`src/rtl/riscv_pipe_pkg.sv`:
```
// Shared types and helpers for the pipeline stall/flush sequencer.
// Control bundles are packed as {enPc, enIf, enId, enEx, enMem, flushIf, inhibitControl, flushEx}.
package riscv_pipe_pkg;

    typedef enum logic [1:0] {
        RUN      = 2'd0,
        MEM_WAIT = 2'd1,
        MD_WAIT  = 2'd2
    } stall_state_t;

    localparam logic [4:0] REG_ZERO = 5'd0;

    typedef struct packed {
        logic enPc;
        logic enIf;
        logic enId;
        logic enEx;
        logic enMem;
        logic flushIf;
        logic inhibitControl;
        logic flushEx;
    } stage_ctrl_t;

    localparam stage_ctrl_t CTRL_RUN     = stage_ctrl_t'(8'b11111_000);
    localparam stage_ctrl_t CTRL_FREEZE  = stage_ctrl_t'(8'b00000_000);
    localparam stage_ctrl_t CTRL_MD      = stage_ctrl_t'(8'b00001_001);
    localparam stage_ctrl_t CTRL_BRANCH  = stage_ctrl_t'(8'b11111_110);
    localparam stage_ctrl_t CTRL_LOADUSE = stage_ctrl_t'(8'b00111_010);

    // Non-memory hazard priority: mul/div hold, then taken branch, then load-use.
    function automatic stage_ctrl_t applyRules(input logic mdStall,
                                               input logic branch,
                                               input logic loadUse);
        stage_ctrl_t r;
        r = CTRL_RUN;
        if (mdStall)      r = CTRL_MD;
        else if (branch)  r = CTRL_BRANCH;
        else if (loadUse) r = CTRL_LOADUSE;
        return r;
    endfunction

endpackage

```
`src/rtl/pipeline_stall_ctrl_sat_counter.sv`:
```
// Saturating up-counter with synchronous clear; holds at all-ones instead of wrapping.
module sat_counter #(
    parameter int W = 32
) (
    input  logic         clk,
    input  logic         clear,
    input  logic         inc,
    output logic [W-1:0] q
);

    localparam logic [W-1:0] ONE = {{(W-1){1'b0}}, 1'b1};

    always_ff @(posedge clk) begin
        if (clear) begin
            q <= '0;
        end else if (inc && (q != {W{1'b1}})) begin
            q <= q + ONE;
        end
    end

endmodule

```
`src/rtl/pipeline_stall_ctrl.sv`:
```
// Prioritised stall/flush sequencer for the 5-stage pipeline: one FSM decides every
// stage enable and bubble so coincident hazards have a single outcome.
module pipeline_stall_ctrl
    import riscv_pipe_pkg::*;
#(
    parameter int CNT_W       = 32,
    parameter int MEM_TIMEOUT = 64
) (
    input  logic             clk,
    input  logic             rst_n,
    input  logic             exMemRead,
    input  logic [4:0]       exRd,
    input  logic [4:0]       idRs1,
    input  logic [4:0]       idRs2,
    input  logic             idUsesRs1,
    input  logic             idUsesRs2,
    input  logic             branchTaken,
    input  logic             memReq,
    input  logic             memReady,
    input  logic             mdStart,
    input  logic             mdDone,
    output logic             en_pc,
    output logic             en_if,
    output logic             en_id,
    output logic             en_ex,
    output logic             en_mem,
    output logic             flush_if,
    output logic             inhibitControl,
    output logic             flush_ex,
    output logic             memTimeout,
    output logic [CNT_W-1:0] stallCycles,
    output logic [CNT_W-1:0] flushEvents,
    output logic [1:0]       stateDbg
);

    stall_state_t state, nextState;
    stage_ctrl_t  ctrl;
    logic [15:0]  toCnt;
    logic         loadUse, memStall, mdStall;

    assign loadUse  = exMemRead && (exRd != REG_ZERO) &&
                      ((idUsesRs1 && (idRs1 == exRd)) || (idUsesRs2 && (idRs2 == exRd)));
    assign memStall = memReq && !memReady;
    assign mdStall  = mdStart && !mdDone;

    always_ff @(posedge clk) begin
        if (!rst_n) begin
            state      <= RUN;
            toCnt      <= '0;
            memTimeout <= 1'b0;
        end else begin
            state <= nextState;
            // The timeout only watches cycles spent frozen in MEM_WAIT; it never aborts the wait.
            if ((state == MEM_WAIT) && !memReady) begin
                if (toCnt != 16'hFFFF) toCnt <= toCnt + 16'd1;
                if (({1'b0, toCnt} + 17'd1) >= 17'(MEM_TIMEOUT)) memTimeout <= 1'b1;
            end else begin
                toCnt <= '0;
            end
        end
    end

    always_comb begin
        ctrl      = CTRL_RUN;
        nextState = state;
        unique case (state)
            RUN: begin
                if (memStall) begin
                    ctrl      = CTRL_FREEZE;
                    nextState = MEM_WAIT;
                end else begin
                    ctrl      = applyRules(mdStall, branchTaken, loadUse);
                    nextState = mdStall ? MD_WAIT : RUN;
                end
            end
            MEM_WAIT: begin
                if (!memReady) begin
                    ctrl = CTRL_FREEZE;
                end else begin
                    ctrl      = applyRules(mdStall, branchTaken, loadUse);
                    nextState = mdStall ? MD_WAIT : RUN;
                end
            end
            MD_WAIT: begin
                // A memory wait freezes the whole pipe, including the MEM/WB drain.
                if (memStall) begin
                    ctrl = CTRL_FREEZE;
                end else begin
                    ctrl      = applyRules(!mdDone, branchTaken, loadUse);
                    nextState = mdDone ? RUN : MD_WAIT;
                end
            end
            default: begin
                nextState = RUN;
            end
        endcase
    end

    assign en_pc          = ctrl.enPc;
    assign en_if          = ctrl.enIf;
    assign en_id          = ctrl.enId;
    assign en_ex          = ctrl.enEx;
    assign en_mem         = ctrl.enMem;
    assign flush_if       = ctrl.flushIf;
    assign inhibitControl = ctrl.inhibitControl;
    assign flush_ex       = ctrl.flushEx;
    assign stateDbg       = state;

    sat_counter #(.W(CNT_W)) uStallCnt (
        .clk   (clk),
        .clear (!rst_n),
        .inc   (!ctrl.enPc),
        .q     (stallCycles)
    );

    sat_counter #(.W(CNT_W)) uFlushCnt (
        .clk   (clk),
        .clear (!rst_n),
        .inc   (ctrl.flushIf),
        .q     (flushEvents)
    );

endmodule

```
`config.mk`:
```
export PLATFORM = sky130hd
export DESIGN_NAME = pipeline_stall_ctrl
export DESIGN_NICKNAME = d
export VERILOG_FILES = /design/src/rtl/riscv_pipe_pkg.sv /design/src/rtl/pipeline_stall_ctrl_sat_counter.sv /design/src/rtl/pipeline_stall_ctrl.sv
export SDC_FILE = /design/constraint.sdc
export NUM_CORES = 1
export LEC_CHECK = 0
export ABC_AREA = 1
export BUFFER_PORTS_ARGS = -buffer_cell sky130_fd_sc_hd__buf_2
export CAP_MARGIN = 40
export CELL_PAD_IN_SITES_DETAIL_PLACEMENT = 0
export CELL_PAD_IN_SITES_GLOBAL_PLACEMENT = 2
export CORE_MARGIN = 2
export CORE_UTILIZATION = 30
export CTS_BUF_LIST = sky130_fd_sc_hd__clkbuf_8 sky130_fd_sc_hd__clkbuf_16
export DETAILED_ROUTE_END_ITERATION = 10
export PLACE_DENSITY = 0.87
export SYNTH_ARGS = -nofsm -noshare
export SYNTH_HDL_FRONTEND = slang
export SYNTH_HIERARCHICAL = 1
export SYNTH_SLANG_ARGS = --single-unit
```
`constraint.sdc`:
```
create_clock -name clk -period 2.75 [get_ports clk]
set_clock_uncertainty 0.1 [all_clocks]
set_input_delay 0.1375 -clock clk [delete_from_list [all_inputs] [get_ports clk]]
set_output_delay 0.1375 -clock clk [all_outputs]
set_load 0.05 [all_outputs]
```
==> results of run 1 <==
-- cell families (layout without fill, tap and decap cells) --
group	after synthesis	in the layout	synth area share [%]
AND/OR/NAND/NOR	570	570	49.5
buffers and inverters	120	221	9.99
flip-flops	83	83	30.6
AO/OA/AOI/OAI	76	76	7.69
XOR/XNOR	10	10	1.61
adder cells (fa/ha/maj)	3	3	0.690
-- metal layers --
| metal | part of all wire (%) | vias to the layer above | track usage [%] |
|---|---|---|---|
| met5 | 0 | - | 0 |
| li1 | - | 2955 | - |
| met3 | 3.2 | 14 | 2.31 |
| met4 | 1.4 | 0 | 5.21 |
| met1 | 51 | 2476 | 23.7 |
| met2 | 44 | 92 | 26.5 |
-- cells in the final DEF (no fill, tap or decap), types with 16 or more instances in the layout --
cell type / netlist / layout
nand2_2: 15 / 16
nand4_1: 29 / 29
nor2_2: 18 / 19
buf_2: 5 / 99
a21oi_1: 48 / 48
nor2_1: 161 / 160
dfxtp_1: 83 / 81
nand3_1: 60 / 60
nand3_2: 16 / 16
nand2_1: 234 / 233
inv_1: 87 / 88
-- final timing paths --
path,start,slack [ns],depth (start not counted),to
worst max-delay path,stateDbg[1]$_SDFFE_PN0P_,0.42,13,uStallCnt/q[30]$_SDFFE_PP0P_
worst min-delay path,memReq,0.02,3,stateDbg[0]$_SDFFE_PN0P_
worst max register to register,stateDbg[1]$_SDFFE_PN0P_,0.42,13,uStallCnt/q[30]$_SDFFE_PP0P_
worst min register to register,memTimeout$_SDFFE_PN0P_,0.35,2,memTimeout$_SDFFE_PN0P_
-- power by group --
part	switching (mW)	internal, mW
Clock	0.523	0.627
Combinational	0.195	0.0671
Sequential	0.0114	1.21
Total	0.729	1.91
-- state kept, by name (all words and copies together) (netlist names) --
signal / cells
memTimeout: 1
uFlushCnt/q: 32
uStallCnt/q: 32
stateDbg: 2
toCnt: 16
-- worst max-delay path, cell delays in order (launching register included) --
cell,delay (ns)
dfxtp_2,0.36
inv_1,0.07
nand2_1,0.10
o22ai_1,0.09
o21ai_1,0.28
nand2_2,0.10
nand2_1,0.13
buf_4,0.22
nand2_1,0.11
nor2_1,0.37
nand3_1,0.13
nand2_1,0.09
inv_1,0.04
nor2_1,0.08
-- cell type report --
cell class	count	area [sq um]
inverters	100	375
multi-input cells	659	3240
clock inverters	5	31.3
clock buffers	10	239
fillers	2008	11500
well taps	229	287
repair buffers	106	551
flip-flops and latches	83	1660
-- repair_timing --
action	4_1_cts	5_1_grt
endpoints found under the hold margin	1	0
endpoints found under the setup margin	0	5
resized for setup	0	1
hold buffers	1	0
==> flow_summary.toml, run 1 <==
[run_status]
status = "completed"

[clock_network]
clock_path_buffers = 2
worst_setup_hold_path_clk_slew_ns = 0.07
cts_root_buf = "clkbuf_16"
post-cts-setup-buffers = 0
worst_skew_pair.late_latency_ns = 0.35
numCtsBuffers = 9
cts.sinks = 83
cts_tree = "yes"
htreeDepth = 3

[sta]
worstMarginPinSlew_ns = 0.553
final-setup-viol-count = 0
fin_crit_sh_pct = 84.5
setup-tns-final_ns = 0
whs_ns = 0.0210
worst_slack_ns = 0.425
hold_violations = 0
clock.fmax_mhz = 430
finalCriticalPeriod_ns = 2.33
maxSlewHeadroom_pct = 63.0
rsz0062_at_grt = "no"
maxSlewViolCount = 0

[cells_and_area]
final_cell_count_no_fill = 1192
syn2layout_area_growth_pct = 17.4
fin_nets = 987
final_design_area_no_fill_sq_um = 6380
antennaDiodeCount = 0
drive_gt1_share_pct = 21.4
post-route-util_pct = 35.7

[yosys]
synthTopCellsByArea = "dfxtp_1, nand2_1, nor2_1, inv_1, nand3_1"
ys_types = 36
synth-async-reset-ratio_pct = 0
yosysTopAreaCell = "dfxtp_1"
yosysWarnings = 6
syn_nets = 890
synth-seq-cells = 83
synth_top_area_share_pct = 30.6
synth_flop_cell = "dfxtp_1"
syn_avg_cell_area_sq_um = 6.31
ys_seq_area_share_pct = 30.6
synth_enable_flop_cells = 0
post-synth-top-count-cell = "nand2_1"
synth_common_cells = "nand2_1, nor2_1, inv_1"
synth_area_sq_um = 5440
syn-instance-count = 862

[min_path]
worstHoldPathType = "input port to flip-flop"

[power_and_ir_drop]
power_density_nw_per_um2 = 413
ir_drop_mv = 0.299
finalPower_mw = 2.63
power_leakage_nw = 3.00

[grt]
grt_start_max_net_pins = 42
overflow = 0
antenna_found_initial = 0
grt_usage_pct = 16.7
grt_pass1_vias = 5185
grt_pass1_wl_microns = 26400

[drt]
dr.pass1.iters = 5
drt_iter0_drc = 336
drt-vias-per-instance = 4.65
postRouteAntennaNets = 0
num_vias = 5537
wl_per_cell_microns = 13.3
routed_wl_microns = 15800
drc = 0

[placement]
gp_congestion = 0.806
pre_cts_ws_ns = 0.297
dp_hpwl_microns = 12000
io_buffers = 99
dpl_cell_area_sq_um = 6100
dp_cells = 1176

[floorplan]
dieHeight_microns = 139
core_sq_um = 17900
dieArea_sq_um = 19200
pin_count = 100
fp.dieW_microns = 139
rows = 49
start_util_pct = 30.4

[flow_run]
maxCapViolCount = 0

[setup_path]
critPathLaunchType = "flip-flop"
critPathMaxFanout = 14
required_ns = 2.93
crit_type = "flip-flop to flip-flop"
worst-endpoint-arrival_ns = 2.51
critPathCaptureType = "flip-flop"
No activity file was read; power rests on OpenSTA's default activity.
==> inputs of run 2 (changes only) <==
--- a/config.mk
+++ b/config.mk
@@ -5,16 +5,16 @@
 export SDC_FILE = /design/constraint.sdc
 export NUM_CORES = 1
 export LEC_CHECK = 0
-export ABC_AREA = 1
+export ABC_AREA = 0
 export BUFFER_PORTS_ARGS = -buffer_cell sky130_fd_sc_hd__buf_2
 export CAP_MARGIN = 40
 export CELL_PAD_IN_SITES_DETAIL_PLACEMENT = 0
 export CELL_PAD_IN_SITES_GLOBAL_PLACEMENT = 2
 export CORE_MARGIN = 2
-export CORE_UTILIZATION = 30
+export CORE_UTILIZATION = 29
 export CTS_BUF_LIST = sky130_fd_sc_hd__clkbuf_8 sky130_fd_sc_hd__clkbuf_16
 export DETAILED_ROUTE_END_ITERATION = 10
-export PLACE_DENSITY = 0.87
+export PLACE_DENSITY = 0.82
 export SYNTH_ARGS = -nofsm -noshare
 export SYNTH_HDL_FRONTEND = slang
 export SYNTH_HIERARCHICAL = 1
==> constraint.sdc (replaced) <==
create_clock -name clk -period 2.1 [get_ports clk]
set_clock_uncertainty 0.1 [all_clocks]
set_input_delay 0.105 -clock clk [delete_from_list [all_inputs] [get_ports clk]]
set_output_delay 0.105 -clock clk [all_outputs]
set_load 0.05 [all_outputs]
==> run 2 against run 1 <==
The flow now finishes with violations (setup timing). Global-route usage about the same. Worst hold slack better by 0.082 ns. Register-to-register slack got worse by 0.79 ns. Synthesized area shrank 14%. Cell count fell by 16%. Routed wire length fell by 7.0%. Sequential share of layout area shrank 1.6 points. Fmax decreased by 5.5%. Non-clock buffer count up 129. Total power up 33%. Critical path type unchanged. Highest routed layer unchanged.
==> flow_summary.toml, run 2 <==
[yosys]
synth_enable_flop_cells = 0
yosysWarnings = 6
synth_top_area_share_pct = 35.5
yosysTopAreaCell = "dfxtp_1"
ys_types = 58
syn_nets = 591
synth-async-reset-ratio_pct = 0
post-synth-top-count-cell = "dfxtp_1"
synth_area_sq_um = 4680
synthTopCellsByArea = "dfxtp_1, a21oi_1, xnor2_1, o31ai_1, or4_1"
synth_common_cells = "dfxtp_1, a21oi_1, nor2_1"
syn_avg_cell_area_sq_um = 8.31
synth_flop_cell = "dfxtp_1"
syn-instance-count = 563
synth-seq-cells = 83
ys_seq_area_share_pct = 35.5

[cells_and_area]
multiInputGateArea_sq_um = 3340
top_regs = "uFlushCnt/q: 32 flops, uStallCnt/q: 32 flops, toCnt: 16 flops"
drive_gt1_share_pct = 51.0
fill_cells = 1537
final_common_cell = "buf_4"
syn2layout_area_growth_pct = 57.9
antennaDiodeCount = 0
fin_nets = 806
post-route-util_pct = 46.7
layout_common_cells = "buf_4, buf_2, a21oi_1, nor2_1, nand2_1"
seq_area_sq_um = 1810

[drt]
drc = 0
dr.pass1.iters = 6
drt_iter0_drc = 244
drt-vias-per-instance = 5.19
postRouteAntennaNets = 0
routed_wl_microns = 14700
wl_per_cell_microns = 14.7
num_vias = 5184

[placement]
gp_congestion = 0.820
io_buffers = 99
dp_hpwl_microns = 10700

[sta]
fin_crit_sh_pct = 117
rsz0062_at_grt = "yes"
hold_violations = 0
clock.fmax_mhz = 406
whs_ns = 0.103
final-setup-viol-count = 42
maxSlewViolCount = 0
finalCriticalPeriod_ns = 2.46
setup-tns-final_ns = -5.28
worstMarginPinSlew_ns = 0.545
maxSlewHeadroom_pct = 63.6
worst_slack_ns = -0.360

[power_and_ir_drop]
power_leakage_nw = 2.87
power_density_nw_per_um2 = 473
finalPower_mw = 3.49
ir_drop_mv = 0.413

[clock_network]
cts_tree = "yes"
cts.sinks = 83
worst_skew_pair.late_latency_ns = 0.35
cts_root_buf = "clkbuf_16"
htreeDepth = 3
numCtsBuffers = 9
clock_path_buffers = 2
worst_setup_hold_path_clk_slew_ns = 0.06

[setup_path]
critPathMaxFanout = 6
r2r_end = "uStallCnt/q[31]$_SDFFE_PP0P_"
critPathLaunchType = "flip-flop"
reg2reg_from = "stateDbg[0]$_SDFFE_PN0P_"
r2r_cells = 11
worst-endpoint-arrival_ns = 2.59
critPathCaptureType = "flip-flop"
required_ns = 2.23
crit_type = "flip-flop to flip-flop"
regToRegSetupSlack_ns = -0.36

[floorplan]
pin_count = 100
dieHeight_microns = 131
start_util_pct = 29.6
fp.dieW_microns = 131
dieArea_sq_um = 17200
rows = 46
core_sq_um = 15800

[min_path]
hold_path_startpoint = "memReady"
hold_depth = 4
worstHoldPathType = "input port to flip-flop"
holdPathEnd = "stateDbg[1]$_SDFFE_PN0P_"

[grt]
grt_pass1_wl_microns = 23200
grt_pass1_vias = 4945
grt_start_max_net_pins = 27
grt_usage_pct = 16.7
overflow = 0
antenna_found_initial = 0

[run_status]
status = "finished, violations left"
violations = "setup timing"

[flow_run]
maxCapViolCount = 0
-- run 2: changes by cell type in the layout (fill, tap and decap cells not counted), moves of 22 or more --
cell / previous run / this run
buf_4: 6 / 121
dfxtp_1: 81 / 25
dfxtp_2: 2 / 28
dfxtp_4: 0 / 30
inv_1: 88 / 11
nand2_1: 233 / 31
nand3_1: 60 / 21
nor2_1: 160 / 43
o31ai_1: 0 / 22
-- run 2: stage by stage --
step | instances | setup slack (ns) | area (sq um)
2_1_floorplan | 563 | -0.573 | 5060
3_3_place_gp | 959 | -0.535 | 6470
3_5_place_dp | 959 | -0.582 | 6470
4_1_cts | 987 | -0.366 | 7010
5_1_grt | 999 | -0.469 | 7390
6_report | 999 | -0.360 | 7390
-- run 2: logic make-up after synthesis --
logic type / synth area share, %
muxes: 2.70
xor gates and xnor gates: 6.92
adders and majority gates: 0.802
AOI/OAI and AO/OA: 18.1
DFF: 35.5
buffers and inverters: 3.93
and+or+nand+nor: 32.0
-- run 2: worst max path at each step --
stage | start | depth (start not counted) | slack [ns] | endpoint
2_1_floorplan | stateDbg[0]$_SDFFE_PN0P_ | 9 | -0.57 | uFlushCnt/q[31]$_SDFFE_PP0P_
3_3_place_gp | exRd[1] | 12 | -0.54 | uStallCnt/q[31]$_SDFFE_PP0P_
3_5_place_dp | exRd[1] | 12 | -0.58 | uStallCnt/q[31]$_SDFFE_PP0P_
4_1_cts | stateDbg[0]$_SDFFE_PN0P_ | 12 | -0.37 | uStallCnt/q[31]$_SDFFE_PP0P_
5_1_grt | stateDbg[0]$_SDFFE_PN0P_ | 12 | -0.47 | uStallCnt/q[31]$_SDFFE_PP0P_
6_report | stateDbg[0]$_SDFFE_PN0P_ | 11 | -0.36 | uStallCnt/q[31]$_SDFFE_PP0P_
-- run 2: area by class of cell --
class,instances,area share (%)
Inverter,11,0.559
Clock buffer,10,3.39
Clock inverter,6,0.508
Multi-Input combinational cell,438,45.3
Timing Repair Buffer,235,22.2
Tap cell,216,3.66
Sequential cell,83,24.5
-- run 2: worst max-delay path: stages, from the launching register on --
cell     delay (ns)
dfxtp_4        0.36
buf_4          0.13
buf_4          0.14
a21oi_1        0.17
a21o_1         0.17
nand4_1        0.10
buf_6          0.15
nor4_4         0.11
buf_4          0.18
nand4_1        0.11
nor4_2         0.25
mux2_2         0.36
-- run 2: per-layer routing --
metal	global-route usage [%]	routed length, microns	vias up
met2	29.2	7450	131
met3	2.77	651	18
met5	0	0	-
met1	20.9	6420	2489
met4	5.69	202	0
li1	-	-	2546
-- run 2: repair_timing --
action / in CTS / in global routing
endpoints found under the hold margin: 1 / 0
hold buffers: 1 / 0
pin swaps: 15 / 30
endpoints found under the setup margin: 44 / 53
gates resized for setup: 25 / 58
cloned: 1 / 1
buffers inserted: 10 / 12
-- run 2: power by group --
part           internal [mW]  switching, mW
registers               1.55        0.00979
logic                  0.158          0.233
clock network          0.870          0.671
